$ cat config.mk
export PLATFORM = sky130hd
export DESIGN_NAME = mem_bus_arbiter
export DESIGN_NICKNAME = d
export VERILOG_FILES = /design/src/rtl/mem_bus_arbiter_pkg.sv /design/src/rtl/mem_arb_beat_ctr.sv /design/src/rtl/mem_bus_arbiter.sv
export SDC_FILE = /design/constraint.sdc
export NUM_CORES = 1
export LEC_CHECK = 0
export BUFFER_PORTS_ARGS = -buffer_cell sky130_fd_sc_hd__buf_2
export CAP_MARGIN = 15
export CORE_MARGIN = 3
export CORE_UTILIZATION = 25
export CTS_BUF_LIST = sky130_fd_sc_hd__clkbuf_8
export CTS_CLUSTER_SIZE = 12
export DETAILED_ROUTE_END_ITERATION = 10
export GPL_TIMING_DRIVEN = 0
export PLACE_DENSITY_LB_ADDON = 0.05
export SLEW_MARGIN = 40
export SYNTH_ARGS = -nofsm -noshare
export SYNTH_HDL_FRONTEND = slang
export SYNTH_SLANG_ARGS = --single-unit
$ cat constraint.sdc
create_clock -name clk -period 1.5 [get_ports clk]
set_input_delay 0.075 -clock clk [delete_from_list [all_inputs] [get_ports clk]]
set_output_delay 0.075 -clock clk [all_outputs]
set_load 0.02 [all_outputs]
$ cat src/rtl/mem_bus_arbiter_pkg.sv
// mem_bus_arbiter_pkg: shared FSM state, grant owner and line-offset helpers for the memory bus arbiter.
package mem_bus_arbiter_pkg;
    localparam int LINE_WORDS_DEF = 8;
    typedef enum logic [1:0] {IDLE, GNT_I, GNT_D, DONE} arb_state_t;
    typedef enum logic {OWN_I, OWN_D} owner_t;
    function automatic int off_w(input int lw);
        return $clog2(lw) + 2;
    endfunction
    localparam int OFF_W = off_w(LINE_WORDS_DEF);
    function automatic logic [31:0] line_base(input logic [31:0] a, input int lw);
        return a & ~((32'd1 << off_w(lw)) - 32'd1);
    endfunction
endpackage

$ cat src/rtl/mem_arb_beat_ctr.sv
// mem_arb_beat_ctr: latches the line base on grant and steps the beat word address on each ack.
module mem_arb_beat_ctr import mem_bus_arbiter_pkg::*; #(
    parameter int LINE_WORDS = LINE_WORDS_DEF
) (
    input  logic        clk,
    input  logic        rst,
    input  logic        load,
    input  logic [31:0] addr_in,
    input  logic        adv,
    output logic [31:0] addr,
    output logic        last
);
    localparam int CW = $clog2(LINE_WORDS);
    logic [CW-1:0] cnt_q, cnt_d;
    logic [31:0]   base_q, base_d;
    always_comb begin
        base_d = load ? line_base(addr_in, LINE_WORDS) : base_q;
        cnt_d  = load ? '0 : adv ? cnt_q + CW'(1) : cnt_q;
    end
    always_ff @(posedge clk or negedge rst) begin
        if (!rst) begin
            cnt_q  <= '0;
            base_q <= '0;
        end else begin
            cnt_q  <= cnt_d;
            base_q <= base_d;
        end
    end
    assign last = cnt_q == CW'(LINE_WORDS - 1);
    assign addr = base_q + 32'({cnt_q, 2'b00});
endmodule

$ cat src/rtl/mem_bus_arbiter.sv
// mem_bus_arbiter: shares a burst memory port between I-cache and D-cache with bounded D priority.
// Optional MEM_BUS_ARB_PERF_EN adds saturating line and wait-cycle counters.
module mem_bus_arbiter import mem_bus_arbiter_pkg::*; #(
    parameter int LINE_WORDS = 8,
    parameter int D_STREAK   = 4
) (
    input  logic        clk,
    input  logic        rst,
    input  logic        i_req,
    input  logic [31:0] i_addr,
    output logic [31:0] i_rdata,
    output logic        i_rvalid,
    output logic        i_done,
    input  logic        d_req,
    input  logic        d_we,
    input  logic [31:0] d_addr,
    input  logic [31:0] d_wdata,
    output logic        d_wready,
    output logic [31:0] d_rdata,
    output logic        d_rvalid,
    output logic        d_done,
    output logic        mem_req,
    output logic        mem_we,
    output logic [31:0] mem_addr,
    output logic [31:0] mem_wdata,
    input  logic        mem_ack,
    input  logic [31:0] mem_rdata,
    output logic        stall_if,
    output logic        stall_mem
`ifdef MEM_BUS_ARB_PERF_EN
    ,
    output logic [31:0] perf_i_lines,
    output logic [31:0] perf_d_lines,
    output logic [31:0] perf_wait_cyc
`endif
);
    localparam int SW = $clog2(D_STREAK + 1);
    arb_state_t    state_q, state_d;
    logic [SW-1:0] streak_q, streak_d;
    logic          go_i, go_d, in_i, in_d, last;
    logic [31:0]   beat_addr;
    assign go_d = state_q == IDLE && d_req && (!i_req || streak_q < SW'(D_STREAK));
    assign go_i = state_q == IDLE && !go_d && i_req;
    assign in_i = state_q == GNT_I;
    assign in_d = state_q == GNT_D;
    always_comb begin
        state_d  = go_d ? GNT_D : go_i ? GNT_I :
                   (mem_req && mem_ack && last) ? DONE :
                   state_q == DONE ? IDLE : state_q;
        streak_d = (go_i || !i_req) ? '0 : go_d ? streak_q + SW'(1) : streak_q;
    end
    always_ff @(posedge clk or negedge rst) begin
        if (!rst) begin
            state_q  <= IDLE;
            streak_q <= '0;
        end else begin
            state_q  <= state_d;
            streak_q <= streak_d;
        end
    end
    mem_arb_beat_ctr #(.LINE_WORDS(LINE_WORDS)) u_beat (
        .clk     (clk),
        .rst     (rst),
        .load    (go_i || go_d),
        .addr_in (go_d ? d_addr : i_addr),
        .adv     (i_rvalid || d_rvalid),
        .addr    (beat_addr),
        .last    (last)
    );
    assign i_rvalid  = in_i && mem_ack;
    assign d_rvalid  = in_d && mem_ack;
    assign i_rdata   = i_rvalid ? mem_rdata : '0;
    assign d_rdata   = d_rvalid ? mem_rdata : '0;
    assign i_done    = i_rvalid && last;
    assign d_done    = d_rvalid && last;
    assign mem_req   = in_i || in_d;
    assign mem_we    = in_d && d_we;
    assign mem_addr  = mem_req ? beat_addr : '0;
    assign mem_wdata = mem_we ? d_wdata : '0;
    assign d_wready  = mem_we && mem_ack;
    // gated by reset so every output reads 0 while reset is held
    assign stall_if  = rst && i_req && !i_done;
    assign stall_mem = rst && d_req && !d_done;
`ifdef MEM_BUS_ARB_PERF_EN
    owner_t      owner_q, owner_d;
    logic [31:0] pil_q, pil_d, pdl_q, pdl_d, pwc_q, pwc_d;
    logic        i_wait, d_wait;
    assign i_wait = i_req && !(go_i || in_i || (state_q == DONE && owner_q == OWN_I));
    assign d_wait = d_req && !(go_d || in_d || (state_q == DONE && owner_q == OWN_D));
    always_comb begin
        owner_d = go_d ? OWN_D : go_i ? OWN_I : owner_q;
        pil_d   = pil_q + 32'((pil_q != '1) && i_done);
        pdl_d   = pdl_q + 32'((pdl_q != '1) && d_done);
        pwc_d   = pwc_q + 32'((pwc_q != '1) && (i_wait || d_wait));
    end
    always_ff @(posedge clk or negedge rst) begin
        if (!rst) begin
            owner_q <= OWN_I;
            pil_q   <= '0;
            pdl_q   <= '0;
            pwc_q   <= '0;
        end else begin
            owner_q <= owner_d;
            pil_q   <= pil_d;
            pdl_q   <= pdl_d;
            pwc_q   <= pwc_d;
        end
    end
    assign perf_i_lines  = pil_q;
    assign perf_d_lines  = pdl_q;
    assign perf_wait_cyc = pwc_q;
`endif
    a_i_held: assert property (@(posedge clk) disable iff (!rst) in_i |-> i_req);
    a_d_held: assert property (@(posedge clk) disable iff (!rst) in_d |-> d_req);
endmodule

==> results.rst <==
.. list-table::
   :header-rows: 1

   * - Metric
     - Value
   * - Result of the run
     - finished, violations left
   * - Violated checks
     - negative hold slack, negative setup slack
   * - Most used flip-flop cell after synthesis
     - sky130_fd_sc_hd__dfrtp_1
   * - H-Tree Depth
     - 2
   * - Max-capacitance violation count
     - 0
   * - Average footprint of a synthesized cell
     - 7.761 µm²
   * - Commonest cells post-synth
     - sky130_fd_sc_hd__and3_1 (100), sky130_fd_sc_hd__dfrtp_1 (35), sky130_fd_sc_hd__and2_1 (34)
   * - Final-report hold violation count
     - 35
   * - Largest stage delay, worst path
     - roughly 0.40 ns
   * - Wire length reported by the detailed router
     - 13,100 µm
   * - Leakage power
     - between 0.003 and 0.004 µW
   * - CP Data Arrival Time
     - 1.59 ns
   * - Met2 capacity usage during global routing
     - 0.3477
   * - Detailed Route Iter0 Violations
     - 193
   * - Clock latency on the worst-skew pair
     - about 0.29 ns
   * - Total track usage
     - 0.1937
   * - Drc violations
     - 0
   * - Sum of buffers and inverters on the critical path
     - 3
   * - Antenna diode count
     - 0
   * - Classification of the worst-slack hold path
     - input pin to async pin
   * - Detailed-route via count
     - 3,768
   * - Number of placement rows
     - 37
   * - Tcrit/Tclk final
     - 1.107
   * - Slew margin rel.
     - 0.6266
   * - Clock Skews
     - 0.01139 ns
   * - Min Tclk post-route
     - 1.661 ns
   * - Dpl cell area
     - 4262 µm²
   * - Number of antenna violations at the first check in global routing
     - 0
   * - Fin area
     - about 5500 µm²
   * - First-pass GRT wire length
     - 19,950 µm
   * - Leading cell types by total area after synthesis
     - sky130_fd_sc_hd__dfrtp_1 (31%), sky130_fd_sc_hd__and3_1 (22%), sky130_fd_sc_hd__and2_1 (7.6%)
   * - Mapped Area
     - around 2800 µm²
   * - Worst-Margin Slew
     - 0.5601 ns
   * - Post-layout net count
     - 784
   * - Number of standard cells after synthesis
     - 360
   * - Met3 layer usage reported by global route
     - 0.03370
   * - Path type of the worst setup path
     - register to primary output
   * - Vias per Instance
     - just under 5
   * - Fill cell count
     - 1,031
   * - Die width
     - ~110 µm
   * - Last weighted congestion value of the routability-driven placer
     - approximately 0.85
   * - Largest net degree at the start of global routing
     - 38
   * - Count of flip-flops with a built-in enable after synthesis
     - 0
   * - Leading area contributor after synthesis
     - sky130_fd_sc_hd__dfrtp_1
   * - Buffers on Ports
     - between 200 and 300
   * - Count leader, synth
     - sky130_fd_sc_hd__and3_1
   * - Setup Viol. Count Final
     - 132
   * - Detail Route Antenna Nets
     - 0
   * - Final slew viol count
     - 0
   * - Setup slack of the critical path after layout
     - -0.1609 ns
   * - Proportion of layout cells with a drive suffix above 1
     - 0.6118
   * - Slowest cell on the critical path
     - sky130_fd_sc_hd__dfrtp_1
   * - Number of search-and-repair iterations in the first detailed-routing pass
     - 4
   * - Core Region
     - ~11,000 µm²
   * - Total area of multi-input combinational cells
     - a little under 2000 µm²
   * - Clk sink count
     - 35
   * - Area of the die
     - 12,480 µm²
   * - Worst Setup End Kind
     - primary output
   * - Final HPWL from detailed placement
     - around 9700 µm
   * - Post-synthesis to final-layout area growth
     - 96.10%
   * - Met1 capacity usage during global routing
     - 0.2456
   * - Starting Density
     - 0.2635
   * - Maximum achievable frequency
     - 602.1 MHz
   * - WL/cell
     - 16.79 µm
   * - Power density cells
     - a little over 2000 nW/µm²
   * - WP data required
     - 1.42 ns
   * - TritonCTS clock tree
     - done
   * - Number of warnings issued by yosys
     - 0
   * - Cell-by-cell trace of the critical path
     - inv_2 > ha_4 > clkbuf_16 > and2_4 > buf_6
   * - Levels on crit path
     - 5
   * - Seq. cell area
     - between 800 and 900 µm²
   * - Count of pins on the block boundary
     - 271
   * - Number of clock buffers inserted by TritonCTS
     - 5
   * - Max clock buf depth
     - 2
   * - Total design power
     - 11,210 µW
   * - Crit path max fanout
     - 8
   * - Library cell used as clock root buffer
     - sky130_fd_sc_hd__clkbuf_8
   * - Register area share after synthesis
     - 0.3135
   * - Sum of negative setup slack
     - -14.34 ns
   * - Clock-pin slew of the registers on the worst-case setup and hold paths
     - about 0.07 ns
   * - Yosys reg bits
     - 35
   * - Die Y
     - 111.7 µm
   * - Overall overflow remaining after global route
     - 0
   * - Peak ir drop on the vdd network
     - between 0.001 and 0.0015 V
   * - Depth of the worst register-to-register path
     - 5
   * - Top Family by Delay on Critical Path
     - flip-flops
   * - Worst hold slack after final layout
     - -0.2477 ns
   * - Top Usage Layer GRT
     - met2
   * - Portion of synthesized cell area occupied by the leading cell type
     - 0.3135
   * - Share of synthesized registers carrying an async set or reset
     - 1.000
   * - Post-synth cell types
     - 31
   * - CP startpoint kind
     - register
   * - Via count of the first global-routing pass
     - 3,746
   * - Setup repair after global routing missed its margin
     - yes
## state kept, by name, indices dropped and copies added, names as in the netlist
name and flops:
streak_q 3, u_beat.cnt_q 3, state_q 2, u_beat.base_q 27
## placed cells by master (no fill, tap or decap), drive strengths merged, types with 2 or more instances in the layout
cell and n:
nor2b 3, nor2 32, inv 4, and3 100
nand3 27, o21ai 31, conb 2, mux2i 2
nand2 6, o21a 2, dfrtp 35, clkbuf 27
a31oi 27, ha 7, buf 296, and2 35
## report_power, final
group	switching (µW)	internal, µW
Combinational	4200	4700
Sequential	244	1380
Clock	367	318
Total	4810	6400
## metal layers
| layer | up-vias | wire length, µm |
|---|---|---|
| met5 | - | 0 |
| met4 | 0 | 159 |
| met3 | 15 | 752 |
| met2 | 152 | 6632 |
| met1 | 1761 | 5551 |
| li1 | 1840 | - |
## cells by family after synthesis
group | synth area share
simple gates | 0.4156
mux | 0.007166
buf+inv | 0.09359
fa+ha+maj | 0.03135
xor+xnor | 0.003135
flops | 0.3135
other cells | 0.001342
compound gates | 0.1344
## layout make-up
class | instances | share of cell area
inverters | 3 | 0.002055
multi-input cells | 280 | 0.3583
plain buffers | 43 | 0.07947
well taps | 136 | 0.03106
repair buffers | 275 | 0.3537
clock buffers | 5 | 0.01256
clock inverters | 3 | 0.002969
flip-flops and latches | 35 | 0.1599
## worst paths after layout
path,slack [ns],start,to
max,-0.16,state_q[0],mem_addr[22]
max in group asynchronous,1.40,rst,u_beat.cnt_q[2]
max reg2reg,0.02,state_q[0],u_beat.cnt_q[1]
min in group clk,0.04,i_addr[24],u_beat.base_q[24]
min,-0.25,rst,u_beat.base_q[30]
min reg2reg,0.54,streak_q[1],streak_q[1]
## through the flow
| step | util | worst slack [ns] | instances |
|---|---|---|---|
| floorplan | - | 0.03040 | 361 |
| global placement | 0.4017 | -0.3942 | 755 |
| detailed placement | 0.4020 | -0.4407 | 755 |
| CTS | 0.4943 | -0.1810 | 776 |
| global route | 0.5168 | -0.2268 | 780 |
| finish | 0.5168 | -0.1609 | 780 |
## what timing repair did
action,4_1_cts,5_1_grt
gates cloned,6,2
endpoints found under the hold margin,35,35
gates resized for setup,241,72
pin swaps,9,10
endpoints found under the setup margin,168,165
buffers inserted,7,2
(Power assumes the default switching activity.)
